`config.mk`:
```
export PLATFORM = sky130hd
export DESIGN_NAME = ram_initiator_flat
export DESIGN_NICKNAME = d
export VERILOG_FILES = /design/src/rtl/ram_init_pkg.sv /design/src/rtl/ram_initiator_if.sv /design/src/rtl/ram_init_addr_gen.sv /design/src/rtl/ram_initiator.sv /design/src/flat_wrapper.sv
export SDC_FILE = /design/constraint.sdc
export NUM_CORES = 1
export LEC_CHECK = 0
export CORE_UTILIZATION = 51
export DETAILED_ROUTE_END_ITERATION = 10
export PLACE_DENSITY = 0.85
export SLEW_MARGIN = 20
export SYNTH_ARGS = -nofsm -noshare
export SYNTH_HDL_FRONTEND = slang
export SYNTH_SLANG_ARGS = --single-unit
```
`constraint.sdc`:
```
create_clock -name clk -period 2.98 [get_ports clk]
set_input_delay 0.596 -clock clk [delete_from_list [all_inputs] [get_ports clk]]
set_output_delay 0.596 -clock clk [all_outputs]
set_load 0.1 [all_outputs]
```
`src/rtl/ram_init_pkg.sv`:
```
`default_nettype none
// ============================================================================
// Module      : ram_init_pkg
// Description : Shared types and default widths for the RAM initiator block.
// Revision    : 1.0 - initial release
// ============================================================================
package ram_init_pkg;

    localparam int c_AW_DEFAULT = 4;
    localparam int c_DW_DEFAULT = 8;

    typedef enum logic [1:0] {
        OP_WRITE    = 2'b00,
        OP_READ     = 2'b01,
        OP_FILL     = 2'b10,
        OP_CHECKSUM = 2'b11
    } op_e;

    typedef enum logic [1:0] {
        IDLE    = 2'd0,
        ISSUE   = 2'd1,
        WAIT_RD = 2'd2,
        DONE    = 2'd3
    } state_e;

    function automatic logic op_is_read(input op_e op);
        return (op == OP_READ) || (op == OP_CHECKSUM);
    endfunction

endpackage : ram_init_pkg
`default_nettype wire

```
`src/rtl/ram_initiator_if.sv`:
```
`default_nettype none
// ============================================================================
// Module      : ram_initiator_if
// Description : Host command/response and RAM bus signals of the initiator.
// Revision    : 1.0 - initial release
// ============================================================================
interface ram_initiator_if
    import ram_init_pkg::*;
#(
    parameter int AW = c_AW_DEFAULT,
    parameter int DW = c_DW_DEFAULT
);
    logic          cmd_valid;
    logic          cmd_ready;
    logic [1:0]    cmd_op;
    logic [AW-1:0] cmd_addr;
    logic [AW-1:0] cmd_len;
    logic [DW-1:0] cmd_data;
    logic          rsp_valid;
    logic [DW-1:0] rsp_data;
    logic          done;
    logic          err;
    logic          mem_valid;
    logic          mem_wr_rd;
    logic [AW-1:0] mem_add;
    logic [DW-1:0] mem_writedata;
    logic [DW-1:0] mem_readdata;
    logic          mem_ready;

    // Initiator side
    modport master (
        input  cmd_valid, cmd_op, cmd_addr, cmd_len, cmd_data,
        input  mem_readdata, mem_ready,
        output cmd_ready, rsp_valid, rsp_data, done, err,
        output mem_valid, mem_wr_rd, mem_add, mem_writedata
    );

    // Host plus RAM side
    modport slave (
        output cmd_valid, cmd_op, cmd_addr, cmd_len, cmd_data,
        output mem_readdata, mem_ready,
        input  cmd_ready, rsp_valid, rsp_data, done, err,
        input  mem_valid, mem_wr_rd, mem_add, mem_writedata
    );

endinterface : ram_initiator_if
`default_nettype wire

```
`src/rtl/ram_init_addr_gen.sv`:
```
`default_nettype none
// ============================================================================
// Module      : ram_init_addr_gen
// Description : Start address and beat counter; yields the wrapping beat
//               address and a last-beat flag.
// Revision    : 1.0 - initial release
// ============================================================================
module ram_init_addr_gen
    import ram_init_pkg::*;
#(
    parameter int AW = c_AW_DEFAULT
) (
    input  wire logic          clk,
    input  wire logic          rst,
    input  wire logic          load,
    input  wire logic [AW-1:0] start_addr,
    input  wire logic [AW-1:0] start_len,
    input  wire logic          advance,
    output logic [AW-1:0]      addr,
    output logic [AW-1:0]      beat,
    output logic               last_beat
);

    logic [AW-1:0] r_start;
    logic [AW-1:0] r_len;
    logic [AW-1:0] r_beat;

    always_ff @(posedge clk) begin
        if (rst) begin
            r_start <= '0;
            r_len   <= '0;
            r_beat  <= '0;
        end else if (load) begin
            r_start <= start_addr;
            r_len   <= start_len;
            r_beat  <= '0;
        end else if (advance) begin
            r_beat  <= r_beat + 1'b1;
        end
    end

    // Sum truncates to AW bits, which gives the modulo-depth wrap.
    assign addr      = r_start + r_beat;
    assign beat      = r_beat;
    assign last_beat = (r_beat == r_len);

endmodule : ram_init_addr_gen
`default_nettype wire

```
`src/rtl/ram_initiator.sv`:
```
`default_nettype none
// ============================================================================
// Module      : ram_initiator
// Description : Host-driven RAM bus master: single/burst write, fill, read and
//               XOR checksum. Optional macro RAM_INIT_TIMEOUT_EN adds a
//               ready-timeout abort that raises err.
// Revision    : 1.0 - initial release
// ============================================================================
module ram_initiator
    import ram_init_pkg::*;
#(
    parameter int AW      = c_AW_DEFAULT,
    parameter int DW      = c_DW_DEFAULT,
    parameter int RD_LAT  = 1,
    parameter int TIMEOUT = 15
) (
    input  wire logic      clk,
    input  wire logic      rst,
    ram_initiator_if.master bus
);

    localparam int c_LW = (RD_LAT > 1) ? $clog2(RD_LAT + 1) : 1;

    if (RD_LAT < 1 || TIMEOUT < 1) begin : g_param_check
        $error("ram_initiator: RD_LAT and TIMEOUT must be at least 1");
    end

    state_e          r_state;
    state_e          w_state_nxt;
    op_e             r_op;
    logic [DW-1:0]   r_data;
    logic [DW-1:0]   r_csum;
    logic [c_LW-1:0] r_lat_cnt;

    logic            w_accept;
    logic            w_load;
    logic            w_advance;
    logic            w_sample;
    logic            w_timeout;
    logic            w_abort;
    logic            w_rd_op;
    logic [AW-1:0]   w_addr;
    logic [AW-1:0]   w_beat;
    logic            w_last;
    logic [AW-1:0]   w_load_len;

    assign w_accept   = (r_state == IDLE) && bus.cmd_valid;
    assign w_rd_op    = op_is_read(r_op);
    assign w_sample   = (r_state == WAIT_RD) && (r_lat_cnt == c_LW'(RD_LAT - 1));
    // A WRITE is always a single beat regardless of cmd_len.
    assign w_load_len = (op_e'(bus.cmd_op) == OP_WRITE) ? '0 : bus.cmd_len;

    ram_init_addr_gen #(
        .AW (AW)
    ) u_addr_gen (
        .clk        (clk),
        .rst        (rst),
        .load       (w_load),
        .start_addr (bus.cmd_addr),
        .start_len  (w_load_len),
        .advance    (w_advance),
        .addr       (w_addr),
        .beat       (w_beat),
        .last_beat  (w_last)
    );

`ifdef RAM_INIT_TIMEOUT_EN
    localparam int c_TW = $clog2(TIMEOUT + 1);

    logic [c_TW-1:0] r_wait_cnt;
    logic            r_abort;

    assign w_timeout = (r_state == ISSUE) && !bus.mem_ready &&
                       (r_wait_cnt == c_TW'(TIMEOUT - 1));
    assign w_abort   = r_abort;

    always_ff @(posedge clk) begin
        if (rst) begin
            r_wait_cnt <= '0;
            r_abort    <= 1'b0;
        end else begin
            if ((r_state == ISSUE) && !bus.mem_ready && !w_timeout) begin
                r_wait_cnt <= r_wait_cnt + 1'b1;
            end else begin
                r_wait_cnt <= '0;
            end
            if (w_accept) begin
                r_abort <= 1'b0;
            end else if (w_timeout) begin
                r_abort <= 1'b1;
            end
        end
    end
`else
    assign w_timeout = 1'b0;
    assign w_abort   = 1'b0;
`endif

    always_ff @(posedge clk) begin
        if (rst) begin
            r_state   <= IDLE;
            r_op      <= OP_WRITE;
            r_data    <= '0;
            r_csum    <= '0;
            r_lat_cnt <= '0;
        end else begin
            r_state <= w_state_nxt;
            if (w_accept) begin
                r_op   <= op_e'(bus.cmd_op);
                r_data <= bus.cmd_data;
                r_csum <= '0;
            end else if (w_sample && (r_op == OP_CHECKSUM)) begin
                r_csum <= r_csum ^ bus.mem_readdata;
            end
            if ((r_state == WAIT_RD) && !w_sample) begin
                r_lat_cnt <= r_lat_cnt + 1'b1;
            end else begin
                r_lat_cnt <= '0;
            end
        end
    end

    always_comb begin
        w_state_nxt       = r_state;
        w_load            = 1'b0;
        w_advance         = 1'b0;
        bus.cmd_ready     = 1'b0;
        bus.rsp_valid     = 1'b0;
        bus.rsp_data      = '0;
        bus.done          = 1'b0;
        bus.err           = 1'b0;
        bus.mem_valid     = 1'b0;
        bus.mem_wr_rd     = 1'b0;
        bus.mem_add       = '0;
        bus.mem_writedata = '0;

        case (r_state)
            IDLE: begin
                bus.cmd_ready = 1'b1;
                if (bus.cmd_valid) begin
                    w_load      = 1'b1;
                    w_state_nxt = ISSUE;
                end
            end

            ISSUE: begin
                // Everything here derives from registered state, so it holds
                // steady for as long as mem_ready stays low.
                bus.mem_valid = 1'b1;
                bus.mem_wr_rd = !w_rd_op;
                bus.mem_add   = w_addr;
                if (r_op == OP_FILL) begin
                    bus.mem_writedata = r_data + DW'(w_beat);
                end else if (r_op == OP_WRITE) begin
                    bus.mem_writedata = r_data;
                end
                if (bus.mem_ready) begin
                    if (w_rd_op) begin
                        w_state_nxt = WAIT_RD;
                    end else if (w_last) begin
                        w_state_nxt = DONE;
                    end else begin
                        w_advance = 1'b1;
                    end
                end else if (w_timeout) begin
                    w_state_nxt = DONE;
                end
            end

            WAIT_RD: begin
                if (w_sample) begin
                    if (r_op == OP_READ) begin
                        bus.rsp_valid = 1'b1;
                        bus.rsp_data  = bus.mem_readdata;
                    end
                    if (w_last) begin
                        w_state_nxt = DONE;
                    end else begin
                        w_advance   = 1'b1;
                        w_state_nxt = ISSUE;
                    end
                end
            end

            DONE: begin
                bus.done = 1'b1;
                bus.err  = w_abort;
                if ((r_op == OP_CHECKSUM) && !w_abort) begin
                    bus.rsp_valid = 1'b1;
                    bus.rsp_data  = r_csum;
                end
                w_state_nxt = IDLE;
            end

            default: w_state_nxt = IDLE;
        endcase
    end

endmodule : ram_initiator
`default_nettype wire

```
`src/flat_wrapper.sv`:
```
// flat-port wrapper written by rule: the top's interface ports become plain ports
module ram_initiator_flat import ram_init_pkg::*;
#(
    parameter int AW      = c_AW_DEFAULT,
    parameter int DW      = c_DW_DEFAULT,
    parameter int RD_LAT  = 1,
    parameter int TIMEOUT = 15
)
  (clk, rst, bus_cmd_valid, bus_cmd_op, bus_cmd_addr, bus_cmd_len, bus_cmd_data, bus_mem_readdata, bus_mem_ready, bus_cmd_ready, bus_rsp_valid, bus_rsp_data, bus_done, bus_err, bus_mem_valid, bus_mem_wr_rd, bus_mem_add, bus_mem_writedata);
  ram_initiator_if #(.AW(AW), .DW(DW)) bus_i ();
  input  wire logic clk;
  input  wire logic rst;
  input wire logic [$bits(bus_i.cmd_valid)-1:0] bus_cmd_valid;
  input wire logic [$bits(bus_i.cmd_op)-1:0] bus_cmd_op;
  input wire logic [$bits(bus_i.cmd_addr)-1:0] bus_cmd_addr;
  input wire logic [$bits(bus_i.cmd_len)-1:0] bus_cmd_len;
  input wire logic [$bits(bus_i.cmd_data)-1:0] bus_cmd_data;
  input wire logic [$bits(bus_i.mem_readdata)-1:0] bus_mem_readdata;
  input wire logic [$bits(bus_i.mem_ready)-1:0] bus_mem_ready;
  output wire logic [$bits(bus_i.cmd_ready)-1:0] bus_cmd_ready;
  output wire logic [$bits(bus_i.rsp_valid)-1:0] bus_rsp_valid;
  output wire logic [$bits(bus_i.rsp_data)-1:0] bus_rsp_data;
  output wire logic [$bits(bus_i.done)-1:0] bus_done;
  output wire logic [$bits(bus_i.err)-1:0] bus_err;
  output wire logic [$bits(bus_i.mem_valid)-1:0] bus_mem_valid;
  output wire logic [$bits(bus_i.mem_wr_rd)-1:0] bus_mem_wr_rd;
  output wire logic [$bits(bus_i.mem_add)-1:0] bus_mem_add;
  output wire logic [$bits(bus_i.mem_writedata)-1:0] bus_mem_writedata;
  assign bus_i.cmd_valid = bus_cmd_valid;
  assign bus_i.cmd_op = bus_cmd_op;
  assign bus_i.cmd_addr = bus_cmd_addr;
  assign bus_i.cmd_len = bus_cmd_len;
  assign bus_i.cmd_data = bus_cmd_data;
  assign bus_i.mem_readdata = bus_mem_readdata;
  assign bus_i.mem_ready = bus_mem_ready;
  assign bus_cmd_ready = bus_i.cmd_ready;
  assign bus_rsp_valid = bus_i.rsp_valid;
  assign bus_rsp_data = bus_i.rsp_data;
  assign bus_done = bus_i.done;
  assign bus_err = bus_i.err;
  assign bus_mem_valid = bus_i.mem_valid;
  assign bus_mem_wr_rd = bus_i.mem_wr_rd;
  assign bus_mem_add = bus_i.mem_add;
  assign bus_mem_writedata = bus_i.mem_writedata;
  ram_initiator #(.AW(AW), .DW(DW), .RD_LAT(RD_LAT), .TIMEOUT(TIMEOUT)) u_core (.clk(clk), .rst(rst), .bus(bus_i));
endmodule
```
==> summary.md, run 1 <==
| Metric | Value |
|---|---|
| Post-synthesis cell type with the largest combined area | `dfxtp_1` |
| Placed cell count | `297` |
| R2R setup slack | `1.27 ns` |
| Endpoint kind of the worst setup timing path | `output port` |
| Max-slew violation total from the final report | `0` |
| Worst-case hold slack | `0.504 ns` |
| Path length in cells of the critical path | `7` |
| Cell-by-cell trace of the critical path | `ha_1 > fa_1 > a21o_1 > a21oi_2 > o21ai_0 > a21oi_2 > buf_12` |
| Final ANT Viol Nets | `0` |
| Cts repair resizes | `0` |
| Crit path max fanout | `7` |
| Final setup slack of the worst path | `0.163 ns` |
| Post-placement cell area | `2700 um^2` |
| Starting density of the core | `55.2%` |
| Area added between synthesis and finish | `46.7%` |
| Sequential fraction of the synthesis area | `34.8%` |
| Outcome | `finished, final reports clean` |
| Total congestion overflow after global routing | `0` |
| Initial antenna violation count | `0` |
| Worst Max-Slew Pin Slew | `0.557 ns` |
| Cell area after synthesis | `1900 um^2` |
| Sinks on the clock net | `33` |
| First-pass GRT wire length | `7440 um` |
| Slew HR | `62.7%` |
| Remaining DRCs | `0` |
| Startpoint type of the worst setup path | `flip-flop` |
| Number of buffers on the longest clock path | `2` |
| Xor and xnor fraction of the mapped netlist area | `9.42%` |
| Final critical delay including setup and external delays | `2.82 ns` |
| Number of post-CTS setup repair buffers | `0` |
| Setup repair after global routing missed its margin | `no` |
| Port Buffer Count | `54` |
| Critical path class | `flip-flop to output port` |
| Vias | `1672` |
| Max rail drop VDD | `426 uV` |
| Endpoints failing setup | `0` |
| Peak per-stage delay on the critical path | `0.42 ns` |
| Routability Congestion | `0.818` |
| Proportion of netlist area held by the largest area contributor | `34.8%` |
| Yosys cell types | `42` |
| Final-report hold violation count | `0` |
| Worst Hold Class | `flip-flop to flip-flop` |
| Termination of the worst setup path | `bus_mem_writedata[6]` |
| Register bit total from synthesis | `33` |
| Combined buffer and inverter count along the critical path | `1` |
| N_diodes | `0` |
| Clock latency at the later pin of the worst-skew pair | `0.28 ns` |
| Yosys synthesis warning count | `0` |
| Number of synthesized flops with an enable pin | `0` |
| Final worst path period share | `94.5%` |
| DRC marker count from the first detailed-route iteration | `83` |
| Half-perimeter wire length of the detailed placement result | `3220 um` |
| Worst EP arrival | `2.22 ns` |
| Synth area leaders | `dfxtp_1 (35%), a22o_1 (12%), ha_1 (7.9%)` |
| Area fraction in and, or, nand and nor cells after synthesis | `15.7%` |
| Setup TNS | `0 ns` |
| First-pass DRT Iterations | `4` |
| CP startpoint | `u_core.u_addr_gen.beat[0]` |
| Instance count of the mapped netlist | `202` |
| Highest Clock Rate | `355 MHz` |
| Average cell area after synthesis | `9.40 um^2` |
| Utilization after layout | `81.0%` |
| Total power | `1.71 mW` |
| RR Endpoint | `u_core.u_addr_gen.r_len[2]` |
| Post-synthesis async set-or-reset flop share | `0%` |
| Adder and majority gate portion of the synthesized area | `10.0%` |
| Number of global-route vias before repair | `1637` |
| Detailed-route vias per instance | `5.50` |
| Core area | `3440 um^2` |
| Routed wire per std cell | `13.9 um` |
| Cell with the most instances on the worst path | `a21oi_2` |
| Worst path top cell family by delay | `adder cells` |
| Clock skew | `0.00392 ns` |
| Crit path max-delay cell type | `fa_1` |
| Hold buffers post-CTS | `0` |
| Number of H-tree levels | `2` |
| Number of placement rows | `21` |
| TritonCTS clock tree | `done` |
| Proportion of synthesized area in mux cells | `2.64%` |
| Fraction of layout instances using a drive strength above 1 | `24.8%` |
| Pin count of the biggest net entering global routing | `24` |
| Leak | `1.13 nW` |
| Final WL | `4220 um` |
| Dominant combinational cell family by area after synthesis | `compound AO/OA/AOI/OAI gates` |
| Die Footprint | `3970 um^2` |
| Global-route usage over all layers | `23.6%` |
| Prevailing post-synth register cell | `dfxtp_1` |
| Number of non-filler instances in the completed layout | `304` |
| Clock transition at the register clock pins on the worst setup and hold paths after CTS | `0.06 ns` |
| Num ports | `56` |
| Count of nets after finishing | `302` |
| Required time of the critical path | `2.38 ns` |
| Worst-case reg-to-reg path depth | `6` |
| Pre-CTS setup slack | `0.387 ns` |
| Die boundary height | `63.0 um` |
| Source of the worst register-to-register timing path | `u_core.r_state[0]` |
| Num CTS Buffers | `5` |
| Final design area excluding fillers | `2790 um^2` |
| Cell at the root of the clock tree | `clkbuf_8` |
| Power density of the placed cells | `615 nW/um^2` |
| Die width | `63.0 um` |
| Max-capacitance violation count | `0` |
| Complex-gate fraction of the synthesized area | `23.1%` |
-- metal layers --
layer	track usage [%]	vias to the layer above	wire [um]
li1	-	829	-
met1	28.7	784	1880
met2	39.7	53	2040
met3	6.75	6	260
met4	7.56	0	39
met5	0	-	0
-- state kept, by name, summed over array words and instances, names as in the netlist --
name and count:
u_core.r_lat_cnt 1, u_core.r_data 8, u_core.r_csum 8, u_core.r_op 2, u_core.u_addr_gen.beat 4, u_core.u_addr_gen.r_start 4, u_core.u_addr_gen.r_len 4, u_core.r_state 2
-- synthesized netlist by cell type (all sizes together) (2+ instances only) --
cell type,number
nand4,3
nand2b,6
nand3,3
buf,6
or3,5
o31ai,2
xnor2,8
a211o,2
nor2,14
fa,2
and2,2
nand2,17
ha,12
a22o,25
o21a,2
and3,2
o21ai,6
mux2i,5
a21oi,13
a21o,3
inv,8
clkbuf,3
xor2,9
dfxtp,33
-- cell usage in the layout (no fill, tap or decap), types with 2 or more instances in the layout --
| cell | Yosys | routed |
|---|---|---|
| buf_4 | 3 | 10 |
| nor2_1 | 13 | 11 |
| nand2_1 | 17 | 17 |
| and2_1 | 2 | 2 |
| nand4_1 | 2 | 2 |
| a21o_1 | 3 | 3 |
| nor2_2 | 1 | 3 |
| a22o_1 | 25 | 17 |
| and3_1 | 2 | 2 |
| xor2_1 | 9 | 9 |
| dfxtp_1 | 33 | 33 |
| buf_12 | 0 | 18 |
| a211o_1 | 2 | 2 |
| o21a_1 | 2 | 2 |
| xnor2_2 | 4 | 4 |
| ha_1 | 12 | 11 |
| or3_1 | 5 | 5 |
| nand2b_1 | 6 | 6 |
| clkdlybuf4s50_1 | 0 | 29 |
| a21oi_1 | 11 | 6 |
| inv_1 | 7 | 7 |
| fa_1 | 2 | 2 |
| clkbuf_8 | 0 | 6 |
| a21oi_2 | 2 | 7 |
| mux2i_1 | 5 | 5 |
| xnor2_1 | 4 | 4 |
| conb_1 | 1 | 2 |
| o21ai_0 | 5 | 5 |
| a22o_2 | 0 | 8 |
| nand3_1 | 3 | 3 |
-- how the worst min path moves through the flow --
| stage | startpoint | end | slack (ns) | depth (start not counted) |
|---|---|---|---|---|
| floorplan | u_core.u_addr_gen.r_start[0] | u_core.u_addr_gen.r_start[0] | 0.45 | 1 |
| global placement | u_core.u_addr_gen.r_start[2] | u_core.u_addr_gen.r_start[2] | 0.48 | 1 |
| detailed placement | u_core.u_addr_gen.r_start[2] | u_core.u_addr_gen.r_start[2] | 0.48 | 1 |
| CTS | u_core.u_addr_gen.r_start[2] | u_core.u_addr_gen.r_start[2] | 0.50 | 1 |
| global route | u_core.r_data[7] | u_core.r_data[7] | 0.53 | 1 |
| finish | u_core.u_addr_gen.r_start[2] | u_core.u_addr_gen.r_start[2] | 0.50 | 1 |
-- power by group --
part	switching, mW	leakage [nW]	internal, mW
registers	0.0623	0.269	0.493
logic	0.553	0.821	0.270
clock network	0.151	0.0443	0.183
-- cells by family (layout without fill, tap and decap cells) --
logic type / after synthesis / count (layout)
AOI/OAI and AO/OA: 59 / 59
xor gates and xnor gates: 17 / 17
adders and majority gates: 14 / 14
buffers and inverters: 17 / 72
DFF: 33 / 33
muxes: 5 / 5
other: 1 / 2
and+or+nand+nor: 56 / 56
-- layout make-up --
class	count	area, um^2
fillers	212	656
repair buffers	57	726
inverters	8	30.0
multi-input cells	153	1230
flip-flops and latches	33	661
clock buffers	7	86.3
well taps	46	57.6
No activity file was read; power rests on OpenSTA's default activity.
==> run 2, diff against run 1 <==
--- a/config.mk
+++ b/config.mk
@@ -5,9 +5,8 @@
 export SDC_FILE = /design/constraint.sdc
 export NUM_CORES = 1
 export LEC_CHECK = 0
-export CORE_UTILIZATION = 51
+export CORE_UTILIZATION = 35
 export DETAILED_ROUTE_END_ITERATION = 10
-export PLACE_DENSITY = 0.85
 export SLEW_MARGIN = 20
 export SYNTH_ARGS = -nofsm -noshare
 export SYNTH_HDL_FRONTEND = slang
==> summary.md, run 2 (same netlist as run 1, synthesis figures left out) <==
| Metric | Value |
|---|---|
| Worst EP arrival | `2.21 ns (was 2.22 ns)` |
| Required time of the critical path | `2.38 ns (about the same)` |
| Clock skew | `0.00537 ns (was 0.00392 ns)` |
| Port Buffer Count | `54 (unchanged)` |
| Final worst path period share | `94.3% (was 94.5%)` |
| Routability Congestion | `0.741 (was 0.818)` |
| N_diodes | `0 (unchanged)` |
| Remaining DRCs | `0 (unchanged)` |
| Hold buffers post-CTS | `0 (unchanged)` |
| Power density of the placed cells | `603 nW/um^2 (was 615 nW/um^2)` |
| Number of buffers on the longest clock path | `2 (unchanged)` |
| Switching Fraction | `45.9% (was 44.7%)` |
| Number of H-tree levels | `2 (unchanged)` |
| Num ports | `56 (unchanged)` |
| Pin count of the biggest net entering global routing | `24 (unchanged)` |
| Crit path max-delay cell type | `fa_1 (unchanged)` |
| Top library cells by usage in the layout, fill and taps aside | `dfxtp_1 (32), clkdlybuf4s50_1 (29), buf_12 (19) (was dfxtp_1 (33), clkdlybuf4s50_1 (29), buf_12 (18))` |
| Reported net switching power | `0.786 mW (was 0.766 mW)` |
| Num CTS Buffers | `5 (unchanged)` |
| Sinks on the clock net | `33 (unchanged)` |
| Final-report hold violation count | `0 (unchanged)` |
| Combined buffer and inverter count along the critical path | `1 (unchanged)` |
| Worst-case hold slack | `0.495 ns (was 0.504 ns)` |
| Max rail drop VDD | `429 uV (was 426 uV)` |
| Die width | `75.7 um (was 63.0 um)` |
| Total congestion overflow after global routing | `0 (unchanged)` |
| Critical path class | `flip-flop to output port (unchanged)` |
| Detailed-route vias per instance | `4.94 (was 5.50)` |
| Cell at the root of the clock tree | `clkbuf_8 (unchanged)` |
| Clock transition at the register clock pins on the worst setup and hold paths after CTS | `0.07 ns (was 0.06 ns)` |
| Max-capacitance violation count | `0 (unchanged)` |
| Peak per-stage delay on the critical path | `0.41 ns (was 0.42 ns)` |
| Half-perimeter wire length of the detailed placement result | `3210 um (was 3220 um)` |
| Worst Hold Class | `flip-flop to flip-flop (unchanged)` |
| Vias | `1634 (was 1672)` |
| First-pass DRT Iterations | `4 (unchanged)` |
| Most common library cell in the layout ignoring fill and taps | `dfxtp_1 (unchanged)` |
| Cell-internal power | `0.928 mW (was 0.947 mW)` |
| Fraction of layout instances using a drive strength above 1 | `26.1% (was 24.8%)` |
| Clock latency at the later pin of the worst-skew pair | `0.29 ns (was 0.28 ns)` |
| TritonCTS clock tree | `done (unchanged)` |
| Endpoint kind of the worst setup timing path | `output port (unchanged)` |
| Initial antenna violation count | `0 (unchanged)` |
| Highest Clock Rate | `356 MHz (was 355 MHz)` |
| Starting density of the core | `36.7% (was 55.2%)` |
| Cell with the most instances on the worst path | `a21oi_2 (unchanged)` |
| Worst Max-Slew Pin Slew | `0.536 ns (was 0.557 ns)` |
| Count of nets after finishing | `304 (was 302)` |
| Setup repair after global routing missed its margin | `no (unchanged)` |
| Number of global-route vias before repair | `1527 (was 1637)` |
| Biggest regs | `u_core.r_csum: 8 flops, u_core.r_data: 8 flops (unchanged)` |
| Final ANT Viol Nets | `0 (unchanged)` |
| Crit path max fanout | `7 (unchanged)` |
| Leak | `1.15 nW (was 1.13 nW)` |
| Utilization after layout | `54.9% (was 81.0%)` |
| Die Footprint | `5730 um^2 (was 3970 um^2)` |
| Outcome | `finished, final reports clean (unchanged)` |
| Startpoint type of the worst setup path | `flip-flop (unchanged)` |
| DRC marker count from the first detailed-route iteration | `55 (was 83)` |
| Cell-by-cell trace of the critical path | `ha_1 > fa_1 > a21o_1 > a21oi_2 > o21ai_0 > a21oi_2 > buf_12 (unchanged)` |
| Core area | `5170 um^2 (was 3440 um^2)` |
| Global-route usage over all layers | `16.7% (was 23.6%)` |
| Sequential fraction of design power | `32.3% (was 32.4%)` |
| Clock network fraction of design power | `19.6% (was 19.5%)` |
| Area added between synthesis and finish | `49.6% (was 46.7%)` |
| Final critical delay including setup and external delays | `2.81 ns (was 2.82 ns)` |
| Number of placement rows | `26 (was 21)` |
| Endpoints failing setup | `0 (unchanged)` |
| Die boundary height | `75.7 um (was 63.0 um)` |
| Routed wire per std cell | `13.0 um (was 13.9 um)` |
| Worst path top cell family by delay | `compound AO/OA/AOI/OAI gates (was adder cells)` |
| Combinational fraction of design power | `48.2% (was 48.1%)` |
| Max-slew violation total from the final report | `0 (unchanged)` |
| First-pass GRT wire length | `6980 um (was 7440 um)` |
| Final WL | `4290 um (was 4220 um)` |
| Slew HR | `64.1% (was 62.7%)` |
run 2: repair_timing:
| item | CTS | global route |
|---|---|---|
| endpoints found under the hold margin | 0 | 0 |
| buffers inserted | 0 | 0 |
| gates resized for setup | 0 | 2 |
| setup endpoints to repair | 0 | 2 |
run 2: final timing paths:
path,to,startpoint,slack (ns),depth (start not counted)
min reg2reg,u_core.u_addr_gen.r_start[2],u_core.u_addr_gen.r_start[2],0.50,1
max reg2reg,u_core.r_state[0],u_core.r_state[1],1.34,6
max,bus_mem_writedata[6],u_core.u_addr_gen.beat[0],0.17,7
min,u_core.u_addr_gen.r_start[2],u_core.u_addr_gen.r_start[2],0.50,1
run 2: cell type report:
class | count | area [um^2]
Clock buffer | 6 | 72.6
Clock inverter | 2 | 10.0
Fill cell | 465 | 2330
Inverter | 8 | 30.0
Multi-Input combinational cell | 153 | 1230
Sequential cell | 33 | 662
Tap cell | 70 | 87.6
Timing Repair Buffer | 59 | 753
run 2: worst reg2reg max path: stages (launching register included):
cell and delay [ns]:
dfxtp_1 0.43, inv_1 0.09, ha_2 0.22, inv_1 0.13, o221ai_1 0.24, a211o_1 0.34, a21oi_2 0.12
run 2: metrics by stage:
step / cell area [um^2] / setup WS [ns] / cells / setup TNS (ns) / power, mW
global placement: 2750 / 0.385 / 323 / 0 / 1.39
floorplan: 1960 / -0.144 / 203 / -0.310 / 1.17
global route: 2840 / 0.0386 / 331 / 0 / 1.81
detailed placement: 2750 / 0.368 / 323 / 0 / 1.39
CTS: 2840 / 0.0274 / 331 / 0 / 1.73
finish: 2840 / 0.171 / 331 / 0 / 1.71
run 2: power by group through the flow:
stage / sequential [mW] / combinational, mW / clock [mW]
6_report: 0.553 / 0.825 / 0.335
5_1_grt: 0.562 / 0.886 / 0.364
4_1_cts: 0.553 / 0.832 / 0.345
3_5_place_dp: 0.563 / 0.829 / 0
3_3_place_gp: 0.561 / 0.828 / 0
2_1_floorplan: 0.540 / 0.632 / 0
run 2: routing by layer:
layer  track usage [%]  up-vias  wire [um]
met2              26.6       37       2010
met1              21.2      756       2000
met4              8.02        0         80
met3              4.37        5        191
met5                 0        -          0
li1                  -      836          -
